## config.mk

```make
export PLATFORM = sky130hd
export DESIGN_NAME = display_share_ctrl
export DESIGN_NICKNAME = d
export VERILOG_FILES = /design/src/rtl/display_pkg.sv /design/src/rtl/rr_pick.sv /design/src/rtl/display_share_ctrl.sv
export SDC_FILE = /design/constraint.sdc
export NUM_CORES = 1
export LEC_CHECK = 0
export ABC_CLOCK_PERIOD_IN_PS = 6400
export CAP_MARGIN = 20
export CELL_PAD_IN_SITES_DETAIL_PLACEMENT = 0
export CELL_PAD_IN_SITES_GLOBAL_PLACEMENT = 1
export CORE_MARGIN = 2
export CORE_UTILIZATION = 43
export DETAILED_ROUTE_END_ITERATION = 8
export GPL_TIMING_DRIVEN = 0
export PLACE_DENSITY = 0.95
export SYNTH_ARGS = -nofsm -noshare
export SYNTH_HDL_FRONTEND = slang
export SYNTH_HIERARCHICAL = 1
export SYNTH_SLANG_ARGS = --single-unit
```

## constraint.sdc

```tcl
create_clock -name clk -period 6.4 [get_ports clk]
set_input_delay 1.28 -clock clk [delete_from_list [all_inputs] [get_ports clk]]
set_output_delay 1.28 -clock clk [all_outputs]
set_load 0.01 [all_outputs]
```

## src/rtl/display_pkg.sv

```systemverilog
// Shared types and helpers for the time-shared hex display controller.
// The display word width and the one-hot decoding used by the round-robin picker live here.
package display_pkg;

  typedef enum logic {IDLE, SHOW} disp_state_t;

  localparam int DISP_W  = 16;
  localparam int MAX_REQ = 8;

  function automatic logic [2:0] onehot_to_idx(input logic [MAX_REQ-1:0] onehot);
    logic [2:0] idx;
    idx = '0;
    for (int i = 0; i < MAX_REQ; i++) begin
      if (onehot[i]) begin
        idx = idx | 3'(i);
      end
    end
    return idx;
  endfunction

endpackage

```

## src/rtl/rr_pick.sv

```systemverilog
// Combinational round-robin picker: first asserted request searching upward
// from last+1, wrapping, so the previous winner is considered last.
module rr_pick
  import display_pkg::*;
#(
  parameter int N = 4,
  localparam int IW = $clog2(N)
) (
  input  logic [N-1:0]  req,
  input  logic [IW-1:0] last,
  output logic          any,
  output logic [IW-1:0] idx,
  output logic [N-1:0]  onehot
);

  logic [MAX_REQ-1:0] onehot_wide;
  logic [2:0]         idx_wide;
  logic               found;

  always_comb begin
    onehot = '0;
    found  = 1'b0;
    for (int k = 1; k <= N; k++) begin
      if (!found && req[(int'(last) + k) % N]) begin
        onehot[(int'(last) + k) % N] = 1'b1;
        found = 1'b1;
      end
    end
  end

  always_comb begin
    onehot_wide = '0;
    onehot_wide[N-1:0] = onehot;
  end

  assign idx_wide = onehot_to_idx(onehot_wide);
  assign idx      = idx_wide[IW-1:0];
  assign any      = |req;

endmodule

```

## src/rtl/display_share_ctrl.sv

```systemverilog
// Time-shares one 16-bit hex display among NREQ requesters, round-robin,
// with a guaranteed minimum dwell per grant before another owner can take over.
module display_share_ctrl
  import display_pkg::*;
#(
  parameter int NREQ  = 4,
  parameter int DWELL = 50_000_000
) (
  input  logic                   clk,
  input  logic                   reset,
  input  logic [NREQ-1:0]        req,
  input  logic [DISP_W*NREQ-1:0] vals,
  output logic [NREQ-1:0]        grant,
  output logic [DISP_W-1:0]      disp_val,
  output logic                   disp_blank,
  output logic                   dwell_done
);

  localparam int IW = $clog2(NREQ);
  localparam int CW = (DWELL > 1) ? $clog2(DWELL) : 1;
  localparam logic [CW-1:0] CNT_LOAD = CW'(DWELL - 1);

  disp_state_t         state_q, state_d;
  logic [NREQ-1:0]     grant_q, grant_d;
  logic [DISP_W-1:0]   disp_val_q, disp_val_d;
  logic                disp_blank_q, disp_blank_d;
  logic                dwell_done_q, dwell_done_d;
  logic [CW-1:0]       cnt_q, cnt_d;
  logic [IW-1:0]       last_q, last_d;

  logic                pick_any;
  logic [IW-1:0]       pick_idx;
  logic [NREQ-1:0]     pick_onehot;
  logic                owner_req;
  logic [DISP_W-1:0]   val_arr [NREQ];

  genvar gi;
  generate
    for (gi = 0; gi < NREQ; gi++) begin : g_vals
      assign val_arr[gi] = vals[DISP_W*gi +: DISP_W];
    end
  endgenerate

  rr_pick #(.N(NREQ)) u_pick (
    .req    (req),
    .last   (last_q),
    .any    (pick_any),
    .idx    (pick_idx),
    .onehot (pick_onehot)
  );

  // In SHOW, last_q always names the current owner.
  assign owner_req = req[last_q];

  always_comb begin
    state_d      = state_q;
    grant_d      = grant_q;
    disp_val_d   = disp_val_q;
    disp_blank_d = disp_blank_q;
    dwell_done_d = dwell_done_q;
    cnt_d        = cnt_q;
    last_d       = last_q;

    case (state_q)
      IDLE: begin
        if (pick_any) begin
          state_d      = SHOW;
          grant_d      = pick_onehot;
          last_d       = pick_idx;
          cnt_d        = CNT_LOAD;
          dwell_done_d = 1'b0;
          disp_blank_d = 1'b0;
          disp_val_d   = val_arr[pick_idx];
        end
      end

      SHOW: begin
        disp_val_d = val_arr[last_q];
        // Re-arbitrate once the dwell is over or the owner has let go early.
        if (!owner_req || dwell_done_q) begin
          if (!pick_any) begin
            state_d      = IDLE;
            grant_d      = '0;
            disp_blank_d = 1'b1;
            disp_val_d   = disp_val_q;
            dwell_done_d = 1'b0;
            cnt_d        = '0;
          end else if (pick_idx != last_q) begin
            grant_d      = pick_onehot;
            last_d       = pick_idx;
            cnt_d        = CNT_LOAD;
            dwell_done_d = 1'b0;
            disp_val_d   = val_arr[pick_idx];
          end
        end else if (cnt_q != '0) begin
          cnt_d = cnt_q - CW'(1);
          if (cnt_q == CW'(1)) begin
            dwell_done_d = 1'b1;
          end
        end
      end

      default: begin
        state_d = IDLE;
      end
    endcase
  end

  always_ff @(posedge clk or posedge reset) begin
    if (reset) begin
      state_q      <= IDLE;
      grant_q      <= '0;
      disp_val_q   <= '0;
      disp_blank_q <= 1'b1;
      dwell_done_q <= 1'b0;
      cnt_q        <= '0;
      last_q       <= IW'(NREQ - 1);
    end else begin
      state_q      <= state_d;
      grant_q      <= grant_d;
      disp_val_q   <= disp_val_d;
      disp_blank_q <= disp_blank_d;
      dwell_done_q <= dwell_done_d;
      cnt_q        <= cnt_d;
      last_q       <= last_d;
    end
  end

  assign grant      = grant_q;
  assign disp_val   = disp_val_q;
  assign disp_blank = disp_blank_q;
  assign dwell_done = dwell_done_q;

endmodule

```

==> run_results.csv <==
group,metric,value,unit
yosys,synth-async-reset-ratio,1.00,
job,maxCapViolCount,0,
place,io_buffers,91,
yosys,synth_compound_area_frac,0.188,
place,gp_congestion,0.833,
floorplanning,core-area,0.00933,mm2
yosys,synth_top_family_by_area,"multiplexers",
detailed_routing,drt_first_pass_iters,4,
clock_network,postCtsHoldBufs,0,
hold_path,hold_path_startpoint,"cnt_q[23]",
critical_path,endpoint_kind,"flop",
yosys,synth_xor_xnor_area_share,0.0126,
sta,timing.final.crit_share,0.721,
place,hpwl,8530,um
yosys,synth_adder_area_share,0.0390,
yosys,synth.mux.area_fraction,0.261,
clock_network,cts_setup_buffers,0,
clock_network,cts_sinks,51,
sta,finalMaxSlewViolations,0,
global_routing,grt_pass1_wl,17400,um
clock_network,htreeDepth,2,
floorplanning,placementRows,35,
global_routing,grt_pass1_vias,3686,
place,place_ws,1500,ps
critical_path,startpoint_type,"primary input",
clock_network,path_clk_slew,90,ps
detailed_routing,antenna_left,0,
outcome,status,"completed",
layout,areaGrowthSynthToFinish,29.2,%
detailed_routing,vias,3661,
yosys,netlist_area,0.00417,mm2
sta,hold_viol_final,0,
detailed_routing,drt_iter0_markers,166,
yosys,avgSynthCellArea,10.4,um2
sta,rsz0062_at_grt,"no",
yosys,ys.flop_type,"dfrtp_1",
sta,worst_pin_slew,985,ps
power,powerDensity,575,mW/mm2
power,cellLeakagePower,2.08,nW
sta,setup_tns,0,ps
detailed_routing,routed_via_density,5.79,
floorplanning,initial_core_util,0.447,
critical_path,worstReg2RegStart,"last_q[0]",
floorplanning,io_pins,92,
place,placed_area,0.00527,mm2
yosys,yosysUniqueCellTypes,57,
detailed_routing,routed_wl,10700,um
sta,relSlewSlack,0.338,
global_routing,grt_usage,0.210,
sta,finalSetupViolCount,0,
sta,fmax,0.217,GHz
hold_path,holdCritPathClass,"flop to flop",
critical_path,crit_fanout,10,
sta,skew,19.4,ps
floorplanning,fp.dieW,102,um
detailed_routing,drc,0,
critical_path,crit_required,6600,ps
critical_path,startpoint,"req[0]",
floorplanning,die_h,102,um
yosys,synth_edf_count,0,
critical_path,cp.arrival,4810,ps
global_routing,overflow,0,
clock_network,cts_tree,"built",
global_routing,grt_max_degree,29,
yosys,synth-seq-cells,51,
yosys,ys_warn_count,6,
layout,final_nets,585,
yosys,seq_area_frac_synth,0.307,
sta,fin_crit,4620,ps
clock_network,clock_latency,320,ps
detailed_routing,detail_route.wl_per_cell,16.9,um
yosys,syn_nets,485,
yosys,synthSimpleGateAreaFrac,0.143,
sta,setup_ws,1780,ps
global_routing,antenna_found_initial,0,
floorplanning,die_area,0.0105,mm2
clock_network,cts_resized,0,
clock_network,numCtsBuffers,5,
layout,n_antenna_cell,0,
layout,drive_gt1_frac,0.173,
layout,fin_area,0.00539,mm2
yosys,syn_inst,402,
critical_path,crit_type,"primary input to flop",
clock_network,cts_root_buf,"clkbuf_8",
clock_network,ctsLongestPathBuffers,2,
power,ir_drop,456,uV
==> worst paths after layout <==
path                       cells after the start  slack [ps]   endpoint
max                                           13        1780  cnt_q[23]
min                                            1         540  cnt_q[23]
max reg2reg                                   15        1840  cnt_q[23]
min reg2reg                                    1         540  cnt_q[23]
max in group asynchronous                      3        4500   grant[2]
min in group asynchronous                      2        1340   cnt_q[6]
==> cells in the mapped netlist (8+ instances only) <==
cell type,n,share of area
mux4_2,35,0.19
dfrtp_1,48,0.29
ha_1,13,0.039
o22a_1,12,0.025
a21oi_1,46,0.055
nor2_1,41,0.037
o22ai_1,8,0.012
nor3_1,13,0.016
mux2i_1,20,0.048
clkbuf_1,9,0.0081
o21ai_0,8,0.0096
nand2_1,17,0.015
inv_1,15,0.014
==> final cells by class <==
cell class,count,area (um2)
fillers,789,3940
multi-input cells,311,2680
flip-flops and latches,51,1280
repair buffers,93,938
well taps,129,161
plain buffers,25,151
clock buffers,5,68.8
inverters,15,56.3
clock inverters,3,47.5
==> state kept, by name, summed over array words and instances (netlist names) <==
register    flops
cnt_q          26
dwell_done      1
state_q         1
last_q          2
disp_val       16
grant           4
disp_blank      1
==> report_power, final <==
| part | internal [W] | switching [W] |
|---|---|---|
| registers | 0.000479 | 0.000128 |
| logic | 0.00115 | 0.00110 |
| clock network | 0.000119 | 0.000117 |
| total | 0.00175 | 0.00135 |
==> cell usage in the layout (no fill, tap or decap), types with 8 or more instances in the layout <==
master,Yosys,final
o22a_1,12,12
mux4_2,35,35
o22ai_1,8,8
nor2_1,41,41
inv_1,15,14
ha_1,13,13
dfrtp_1,48,48
mux2i_1,20,20
clkbuf_1,9,9
nand2_1,17,17
nor3_1,13,13
o21ai_0,8,8
a21oi_1,46,46
clkdlybuf4s50_1,0,91
==> metrics by stage <==
| step | instances | hold slack (ps) | power (W) | util |
|---|---|---|---|---|
| finish | 632 | 535 | 0.00310 | 0.577 |
| global route | 632 | 558 | 0.00333 | 0.577 |
| CTS | 632 | 542 | 0.00311 | 0.577 |
| detailed placement | 624 | 511 | 0.00287 | 0.565 |
| global placement | 622 | 502 | 0.00279 | 0.562 |
| floorplan | 402 | 482 | 0.00231 | - |
==> metal layers <==
metal	vias up	GRT usage	routed length (um)
met2	130	0.382	5530
met4	0	0.0595	233
met5	-	0	0
li1	1744	-	-
met1	1768	0.249	4290
met3	19	0.0451	643
==> worst max-delay path, stage by stage <==
cell and delay (ps):
clkdlybuf4s50_1 520, mux2i_1 450, mux2_4 280, a211oi_2 80, o41ai_2 280, clkbuf_2 340, xor2_1 130, nor3b_1 480
a21oi_2 240, a21boi_1 210, buf_2 220, o21a_1 130, o22a_1 170
==> kinds of logic (layout without fill, tap and decap cells) <==
group                      after synthesis  in the layout
buffers and inverters                   40            141
muxes                                   62             62
AOI/OAI and AO/OA                      116            116
xor gates and xnor gates                 6              6
DFF                                     51             51
and+or+nand+nor                        114            114
adders and majority gates               13             13
Power figures use the tool's default switching activity.
